`src/rtl/mio_bus_sequencer.sv`:
```
// mio_bus_sequencer
// Multi-cycle sequencer for the shared memory/IO bus. It converts CPU
// MemRead/MemWrite into a strobe/MIO_ready handshake and stalls the CPU until
// the access completes. The bus is shared round-robin with a read-only device
// requester. Accesses that are never acknowledged are aborted after TIMEOUT
// cycles with zero read data and a sticky bus_err flag.
module mio_bus_sequencer #(
    parameter int ADDR_W  = 32,
    parameter int DATA_W  = 32,
    parameter int TIMEOUT = 255
) (
    input  logic              clk,
    input  logic              rst_n,
    // CPU data port
    input  logic              cpu_rd,
    input  logic              cpu_wr,
    input  logic [ADDR_W-1:0] cpu_addr,
    input  logic [DATA_W-1:0] cpu_wdata,
    output logic [DATA_W-1:0] cpu_rdata,
    output logic              cpu_stall,
    // Device read port
    input  logic              dev_req,
    input  logic [ADDR_W-1:0] dev_addr,
    output logic [DATA_W-1:0] dev_rdata,
    output logic              dev_ack,
    // Shared bus
    output logic [ADDR_W-1:0] bus_addr,
    output logic [DATA_W-1:0] bus_wdata,
    input  logic [DATA_W-1:0] bus_rdata,
    output logic              bus_rd,
    output logic              bus_wr,
    input  logic              MIO_ready,
    output logic              CPU_MIO,
    output logic              bus_err
);

    // Counter wide enough to hold TIMEOUT itself.
    localparam int CNT_W = (TIMEOUT < 2) ? 1 : $clog2(TIMEOUT + 1);
    // Abort fires on the last permitted wait cycle, so an access spends
    // exactly TIMEOUT cycles in its ACC state before being forced to DONE.
    localparam logic [CNT_W-1:0] CNT_LAST = CNT_W'(TIMEOUT - 1);

    typedef enum logic [2:0] {
        ST_IDLE     = 3'd0,
        ST_CPU_ACC  = 3'd1,
        ST_CPU_DONE = 3'd2,
        ST_DEV_ACC  = 3'd3,
        ST_DEV_DONE = 3'd4
    } state_e;

    localparam logic GRANT_CPU = 1'b0;
    localparam logic GRANT_DEV = 1'b1;

    state_e              state_q;
    logic                last_grant_q;
    logic [CNT_W-1:0]    cnt_q;
    logic                acc_rd_q;
    logic [ADDR_W-1:0]   bus_addr_q;
    logic [DATA_W-1:0]   bus_wdata_q;
    logic                bus_rd_q;
    logic                bus_wr_q;
    logic                cpu_mio_q;
    logic                dev_ack_q;
    logic                bus_err_q;
    logic [DATA_W-1:0]   cpu_rdata_q;
    logic [DATA_W-1:0]   dev_rdata_q;

    logic                cpu_req_s;
    logic                grant_cpu_s;

    assign cpu_req_s   = cpu_rd | cpu_wr;
    // On a tie the requester that was not served last wins.
    assign grant_cpu_s = cpu_req_s & (~dev_req | (last_grant_q == GRANT_DEV));

    // Sequencer FSM with registered bus strobes, ownership flag and handshakes.
    always_ff @(posedge clk or negedge rst_n) begin
        if (!rst_n) begin
            state_q      <= ST_IDLE;
            last_grant_q <= GRANT_DEV;
            cnt_q        <= '0;
            acc_rd_q     <= 1'b0;
            bus_addr_q   <= '0;
            bus_wdata_q  <= '0;
            bus_rd_q     <= 1'b0;
            bus_wr_q     <= 1'b0;
            cpu_mio_q    <= 1'b0;
            dev_ack_q    <= 1'b0;
            bus_err_q    <= 1'b0;
            cpu_rdata_q  <= '0;
            dev_rdata_q  <= '0;
        end else begin
            case (state_q)
                ST_IDLE: begin
                    if (grant_cpu_s) begin
                        state_q     <= ST_CPU_ACC;
                        bus_addr_q  <= cpu_addr;
                        bus_wdata_q <= cpu_wdata;
                        acc_rd_q    <= cpu_rd;
                        bus_rd_q    <= cpu_rd;
                        bus_wr_q    <= cpu_wr;
                        cpu_mio_q   <= 1'b1;
                        cnt_q       <= '0;
                    end else if (dev_req) begin
                        state_q     <= ST_DEV_ACC;
                        bus_addr_q  <= dev_addr;
                        bus_wdata_q <= '0;
                        acc_rd_q    <= 1'b1;
                        bus_rd_q    <= 1'b1;
                        bus_wr_q    <= 1'b0;
                        cpu_mio_q   <= 1'b0;
                        cnt_q       <= '0;
                    end else begin
                        state_q     <= ST_IDLE;
                    end
                end
                ST_CPU_ACC: begin
                    if (MIO_ready) begin
                        // Stores leave the load-data register untouched.
                        if (acc_rd_q) begin
                            cpu_rdata_q <= bus_rdata;
                        end else begin
                            cpu_rdata_q <= cpu_rdata_q;
                        end
                        bus_rd_q <= 1'b0;
                        bus_wr_q <= 1'b0;
                        state_q  <= ST_CPU_DONE;
                    end else if (cnt_q == CNT_LAST) begin
                        cpu_rdata_q <= '0;
                        bus_err_q   <= 1'b1;
                        bus_rd_q    <= 1'b0;
                        bus_wr_q    <= 1'b0;
                        cnt_q       <= cnt_q + CNT_W'(1);
                        state_q     <= ST_CPU_DONE;
                    end else begin
                        cnt_q <= cnt_q + CNT_W'(1);
                    end
                end
                ST_CPU_DONE: begin
                    // CPU commits on this edge; ownership is released.
                    cpu_mio_q    <= 1'b0;
                    last_grant_q <= GRANT_CPU;
                    state_q      <= ST_IDLE;
                end
                ST_DEV_ACC: begin
                    if (MIO_ready) begin
                        dev_rdata_q <= bus_rdata;
                        bus_rd_q    <= 1'b0;
                        dev_ack_q   <= 1'b1;
                        state_q     <= ST_DEV_DONE;
                    end else if (cnt_q == CNT_LAST) begin
                        dev_rdata_q <= '0;
                        bus_err_q   <= 1'b1;
                        bus_rd_q    <= 1'b0;
                        dev_ack_q   <= 1'b1;
                        cnt_q       <= cnt_q + CNT_W'(1);
                        state_q     <= ST_DEV_DONE;
                    end else begin
                        cnt_q <= cnt_q + CNT_W'(1);
                    end
                end
                ST_DEV_DONE: begin
                    dev_ack_q    <= 1'b0;
                    last_grant_q <= GRANT_DEV;
                    state_q      <= ST_IDLE;
                end
                default: begin
                    state_q   <= ST_IDLE;
                    bus_rd_q  <= 1'b0;
                    bus_wr_q  <= 1'b0;
                    cpu_mio_q <= 1'b0;
                    dev_ack_q <= 1'b0;
                end
            endcase
        end
    end

    // Stall is combinational so a fresh CPU request freezes the PC in its
    // first cycle; it is released only in CPU_DONE and forced low in reset.
    assign cpu_stall = rst_n & cpu_req_s & (state_q != ST_CPU_DONE);

    assign cpu_rdata = cpu_rdata_q;
    assign dev_rdata = dev_rdata_q;
    assign dev_ack   = dev_ack_q;
    assign bus_addr  = bus_addr_q;
    assign bus_wdata = bus_wdata_q;
    assign bus_rd    = bus_rd_q;
    assign bus_wr    = bus_wr_q;
    assign CPU_MIO   = cpu_mio_q;
    assign bus_err   = bus_err_q;

endmodule
```
`config.mk`:
```
export PLATFORM = sky130hd
export DESIGN_NAME = mio_bus_sequencer
export DESIGN_NICKNAME = d
export VERILOG_FILES = /design/src/rtl/mio_bus_sequencer.sv
export SDC_FILE = /design/constraint.sdc
export NUM_CORES = 1
export LEC_CHECK = 0
export ABC_AREA = 1
export CAP_MARGIN = 20
export CORE_AREA = 4 4 139 141
export CTS_CLUSTER_SIZE = 25
export DETAILED_ROUTE_END_ITERATION = 8
export DIE_AREA = 0 0 143 145
export PLACE_DENSITY = 0.67
export SYNTH_ARGS = -nofsm -noshare
export SYNTH_HDL_FRONTEND = slang
export SYNTH_SLANG_ARGS = --single-unit
```
`constraint.sdc`:
```
create_clock -name clk -period 1.95 [get_ports clk]
set_input_delay 0.4875 -clock clk [delete_from_list [all_inputs] [get_ports clk]]
set_output_delay 0.4875 -clock clk [all_outputs]
set_load 0.005 [all_outputs]
```
==> summary.txt <==
Outcome
  • Run status: finished, final reports clean

Drt
  • Length of routed wiring on met1: 7887 um
  • DRC: 0
  • Number of detailed-routing iterations run before antenna repair: 4
  • Highest metal layer with signal wires: met4
  • Number of violations reported at the end of detailed-routing iteration 0: 208
  • Routed wl met2: 8286 um
  • Average wire per cell in the routed design: 16.28 um
  • Number of nets with antenna violations after detailed routing: 0
  • Via-to-Cell Ratio: 4.714
  • Met3 WL: 2141 um
  • Post-detailed-routing wire length: 18540 um
  • Via count: 5369

GRT
  • Combined global-route utilization of all metal layers: 0.1788
  • Largest net degree at the start of global routing: 147
  • Global-route wire length before repair: 29610 um
  • Initial antenna violation count: 0
  • Grt total ovfl: 0
  • Number of global-route vias before repair: 5462

Timing
  • Setup repair after global routing missed its margin: no
  • Upper clock frequency limit: 550.0 MHz
  • Final Cycle Share: 0.9324
  • Worst relative slew slack: 0.4760
  • Total count of max-transition violations in the final report: 0
  • Setup-violating endpoint count in the final report: 0
  • Worst Setup Slack, final: 131.9 ps
  • Fin Hold WS: 253.7 ps
  • Worst Tran Pin Value: 786.1 ps
  • Post-Route Setup TNS: 0 ps
  • Number of hold violations in the final report: 0
  • Setup Skew: 11.15 ps
  • Crit path time final: 1818 ps

Cells and area
  • Most used cells in the layout excluding fill and tap cells: clkdlybuf4s50_1, nand2_1, dfrtp_1
  • Most common library cell in the layout ignoring fill and taps: clkdlybuf4s50_1
  • Util after Layout: 0.5471
  • Fraction of final layout cells sized beyond drive strength 1: 0.1341
  • Number of antenna diodes: 0
  • Total number of nets in the final design: 1033
  • Layout-stage area growth over the synthesis result: 58.47%

Synthesis
  • Warning count from the yosys run: 0
  • Gate count of the mapped netlist: 624
  • Net Count, Synth: 760
  • Distinct cell type count of the synthesized netlist: 28
  • Mean post-synth cell area: 9.937 um^2
  • Post-synthesis sequential element count: 146
  • Mapped cell area: 0.006201 mm^2
  • Fraction of the yosys area taken by sequential cells: 0.5894

Placement
  • Weighted congestion reported at the end of routability-driven placement: 0.7486
  • Detailed placement HPWL: 13160 um
  • Worst slack at placement: -292.2 ps
  • Count of buffers inserted at the top-level ports: 267

Setup path
  • CP endpoint kind: output pin
  • Setup crit start: cpu_wr
  • Startpoint type of the worst setup path: primary input
  • Terminus of the critical flop-to-flop path: dev_rdata[3]$_DFFE_PN0P_
  • Critical setup path kind: primary input to output pin
  • Number of cells traversed by the worst register-to-register path: 10
  • Arrival time worst endpoint: 1330 ps
  • Reg2reg setup slack: 370 ps
  • Peak fanout along the critical path: 2
  • Req. time, crit path: 1460 ps
  • Crit path to: cpu_stall
  • Reg2Reg Launch Point: cnt_q[0]$_DFFE_PN0P_

Worst hold path
  • Hold Path Class: primary input to asynchronous set/reset pin

Clock tree
  • CTS Sinks: 146
  • Number of buffers inserted by hold repair at cts: 0
  • H-tree lvl count: 4
  • Clock root buffer master: clkbuf_16
  • Clock buffer count from CTS: 17
  • CTS Buffer Depth: 2
  • CTS tree: done
  • Worst-Skew Late Latency: 410 ps
  • Clock edge transition at the registers on the reported setup and hold paths: 60 ps

Floorplan
  • Initial Util: 0.3452
  • Die Y: 145 um
  • Placement row count: 49
  • Horizontal die dimension: 143 um
  • Floorplan die area: 0.02074 mm^2
  • Standard cell core area: 0.01796 mm^2
  • Number of top-level pins: 268

Power and ir drop
  • Leakage: 0.004343 uW
  • Peak VDD IR: 0.7802 mV
  • Power per Cell Area: 1492 mW/mm^2
  • Power after layout: 14660 uW

Run
  • Number of maximum-capacitance violations: 0
-- critical path, stage by stage --
cell and delay, ps:
clkdlybuf4s50_1 480, inv_1 50, nand2_2 70, nand2_1 50, nor2_1 80, buf_2 120
-- registers in the layout (all words and copies together) (netlist names), 3 cells and up --
signal and flops:
cnt_q 8, bus_wdata 32, state_q 3, cpu_rdata 32, dev_rdata 32, bus_addr 32
-- per-stage QoR --
stage	instance area, um^2	instances
CTS	9831	1139
global route	9827	1139
finish	9827	1139
detailed placement	9221	1106
floorplan	6201	624
global placement	9221	1106
-- area by class of cell --
| cell class | count | area (um^2) |
|---|---|---|
| Clock buffer | 21 | 480.5 |
| Clock inverter | 11 | 115.1 |
| Fill cell | 1584 | 8137 |
| Inverter | 22 | 82.58 |
| Multi-Input combinational cell | 420 | 2201 |
| Sequential cell | 146 | 3655 |
| Tap cell | 229 | 286.5 |
| Timing Repair Buffer | 290 | 3007 |
-- power by group --
part	leakage [uW]	total (uW)	switching (uW)	internal [uW]
sequential	0.00185	5020	701	4320
clock	0.000288	3230	1310	1920
combinational	0.00221	6400	2760	3650
-- worst min-delay path by stage --
stage / from / endpoint / cells after the start
floorplan: rst_n / CPU_MIO$_DFFE_PN0P_ / 0
global route: rst_n / bus_wr$_DFFE_PN0P_ / 2
finish: rst_n / bus_wr$_DFFE_PN0P_ / 2
detailed placement: bus_rd$_DFFE_PN0P_ / bus_rd$_DFFE_PN0P_ / 2
global placement: bus_rd$_DFFE_PN0P_ / bus_rd$_DFFE_PN0P_ / 2
CTS: rst_n / bus_wdata[24]$_DFFE_PN0P_ / 2
-- routing by layer --
layer  vias up  track usage
met5         -            0
met4         0      0.04753
met3        15      0.07799
met2       225       0.2751
met1      2502       0.2309
li1       2627            -
-- synthesized netlist by cell type --
master    count  area (um^2)
a21oi_1      66        330.3
a21oi_4       1        16.27
a22o_1       32        280.3
buf_1         1        3.750
buf_2        13        65.06
buf_4         1        7.510
buf_6        15        168.9
clkbuf_1      6        22.52
dfrtp_1     145         3628
dfstp_2       1        26.28
ha_1          2        25.02
inv_1        19        71.32
inv_2         3        11.26
nand2_1     172        645.6
nand2_2       4        25.02
nand2_4       3        33.78
nand3_1       8        40.04
nand3b_1      2        15.01
nand4_1       1        6.260
nor2_1       46        172.7
nor2_2        2        12.51
nor2_4        1        11.26
nor3b_1       1        7.510
o21ai_0      11        55.05
o21ai_1      19        95.09
o21ai_2      46        402.9
o21bai_1      2        15.01
or2_2         1        6.260
-- repair_timing --
action | CTS | global route
endpoints found under the setup margin | 1 | 1
pin swaps | 0 | 1
buffers inserted | 1 | 0
resized for setup | 5 | 3
-- cells by family (layout without fill, tap and decap cells) --
group	Yosys count	after routing	share of synthesized area
simple gates	241	241	0.1574
compound gates	177	177	0.1927
flops	146	146	0.5894
buf+inv	58	344	0.05650
fa+ha+maj	2	2	0.004035
No activity file was read; power rests on OpenSTA's default activity.
==> edit, RTL diff (config.mk and constraints unchanged) <==
Change the parameter `TIMEOUT` from 255 to 510.
--- a/src/rtl/mio_bus_sequencer.sv
+++ b/src/rtl/mio_bus_sequencer.sv
@@ -7,7 +7,7 @@
 module mio_bus_sequencer #(
     parameter int ADDR_W  = 32,
     parameter int DATA_W  = 32,
-    parameter int TIMEOUT = 255
+    parameter int TIMEOUT = 510
 ) (
     input  logic              clk,
     input  logic              rst_n,
Function: same outputs for any inputs over 4 cycles, from zero or initial values and one cycle with rst_n low; that may be too few to reach the edited logic, so the function may still have changed.
==> edit against the original RTL <==
Non-clock buffer count up 4; critical path depth unchanged; design area down 0.53%; sequential share of layout area up 0.46 points; critical path type unchanged; die area unchanged; power up 0.18%; synthesized area down 0.93%; critical endpoint unchanged; sequential cell count up 1; routed wire length up 2.0%; maximum frequency down 0.80%; setup slack worse by 0.015 ns.
==> edit: results (changes against the original RTL) <==
STA
  • Slew Limit Headroom: 47.3% (-0.30 points)
  • Clock Skew: 0.0160 ns (+0.00486 ns)

Clock network
  • Htree depth: 4 (unchanged)
  • Maximum root-to-sink buffer count: 2 (unchanged)
  • Clock-pin slew on the worst setup and hold paths: 0.06 ns (about the same)
  • TritonCTS Buffers: 17 (unchanged)
  • CTS root buf: clkbuf_16
  • Clock Latency Late Sink: roughly 0.42 ns

Global routing
  • Vias in the first global route: 5671 (+3.8%)
  • Initial antenna violation count: 1 (+1)
  • Pin count of the biggest net entering global routing: 148 (+0.68%)
  • First-pass GRT wire length: 30.1 mm (+1.8%)
  • Tot GR Track Use: 18.1% (+0.26 points)

Routing
  • DR iter-0 viols: 228 (+9.6%)
  • Wirelength per Cell: 16.4 um (+0.69%)
  • Drt first pass iters: 6 (+2)
  • Vias: 5392 (+0.43%)

Worst hold path
  • HP Class: in -> async

Synthesis
  • Synth cell types: 28 (unchanged)
  • List of most frequent post-synthesis cells: 175 x nand2_1, 146 x dfrtp_1, 66 x a21oi_1
  • Most common cell in the netlist: nand2_1
  • Async S/R FF share, synth: 100% (unchanged)
  • Largest family of logic cells by synthesized area: compound AO/OA/AOI/OAI gates
  • YS warnings: 0 (unchanged)
  • XOR/XNOR Fraction of Synth Area: 0.285% (+0.29 points)
  • Top FF cell, synth: dfrtp_1
  • Mux cell area share after synthesis: 0% (unchanged)
  • Ranking of synthesized cells by area: dfrtp_1 59%, nand2_1 11%, a21oi_1 5.4%
  • Syn_nets: 770 (+1.3%)
  • Synth Area in Adders: 0.407% (+0.0038 points)
  • Seq/Total Area, Yosys: 59.9% (+0.96 points)
  • Compound-Gate Fraction of Synth Area: 17.5% (-1.7 points)

Critical path
  • Worst setup startpoint: cpu_rd
  • Largest delay share family, worst path: buffers and inverters
  • Slowest stage cell, crit path: clkdlybuf4s50_1
  • Crit Reg-Reg Startpoint: state_q[2]
  • Crit Path Max Fanout: 2 (unchanged)
  • Crit path arrival time: 1.35 ns (+0.02 ns)
  • Slowest stage delay, CP: ~0.49 ns

Finish
  • Layout net count: 1047 (+1.4%)
  • Share of layout cells above drive strength 1: 10.5% (-2.9 points)

Place
  • DP Area: 9180 um2 (-0.45%)
  • Worst slack, placed: -0.300 ns (-0.00804 ns)
  • Port bufs: 267 (unchanged)
  • GP Congestion: 0.826 (+10%)
  • HPWL after DPL: 13.4 mm (+1.7%)

Power
  • VDD IR max: 0.000690 V (-12%)
  • Lkg Pwr: 4.32 nW (-0.64%)

Status
  • Status: finished clean
[edit: cell types whose count changed after synthesis, sizes merged, moves of 3 or more]
cell and delta:
inv +4, nor3 +3, o21ai -3, nand2 +4
[edit: worst paths after layout]
check | depth (start not counted) | end | slack [ns]
hold / removal | 2 | bus_err | 0.24
setup reg to reg | 7 | bus_addr[16] | 0.40
max in group asynchronous | 2 | state_q[1] | 1.13
hold reg to reg | 2 | bus_rd | 0.47
min in group clk | 2 | bus_rd | 0.47
setup / recovery | 6 | cpu_stall | 0.12
[edit: layer usage]
layer,track usage (%),up-vias,share of wire [%]
met3,7.90,26,12
met2,26.6,244,42
met5,0,-,0
met4,6.80,0,1.9
met1,23.8,2460,44
li1,-,2662,-
[edit: cells by family (layout without fill, tap and decap cells)]
kind of cell,Yosys count,in the layout
other,0,1
xor gates and xnor gates,2,2
DFF,147,147
and+or+nand+nor,246,246
buffers and inverters,62,352
AOI/OAI and AO/OA,175,175
adders and majority gates,2,2
[edit: repair_timing]
action                     CTS  global route
resized for setup            5             2
cloned                       0             0
buffers inserted             1             0
hold buffers                 0             0
setup endpoints to repair    1             1
pin swaps                    1             1
[edit: power by group]
group          total, mW  switching (mW)  internal, mW  leakage, nW
registers           5.06           0.707          4.35         1.86
clock network       3.27            1.31          1.96        0.280
logic               6.36            2.71          3.65         2.18
[edit: layout make-up]
cell class | count | area (um2)
Multi-Input combinational cell | 425 | 2110
Timing Repair Buffer | 294 | 3010
Sequential cell | 147 | 3680
Antenna cell | 1 | 2.50
Clock buffer | 21 | 460
Clock inverter | 11 | 128
Tap cell | 229 | 287
Fill cell | 1648 | 8190
Inverter | 26 | 97.6
[edit: per-stage QoR]
stage	cells	power, mW
global route	1154	15.8
finish	1154	14.7
detailed placement	1120	11.5
global placement	1120	11.4
CTS	1153	14.9
floorplan	634	7.72
[edit: worst reg2reg max path, stage by stage (launching register included)]
cell and delay (ns):
dfrtp_1 0.43, inv_1 0.15, nand2_1 0.09, nor2_2 0.12, nand2_2 0.13, buf_12 0.22, a21oi_1 0.20, a21oi_1 0.09
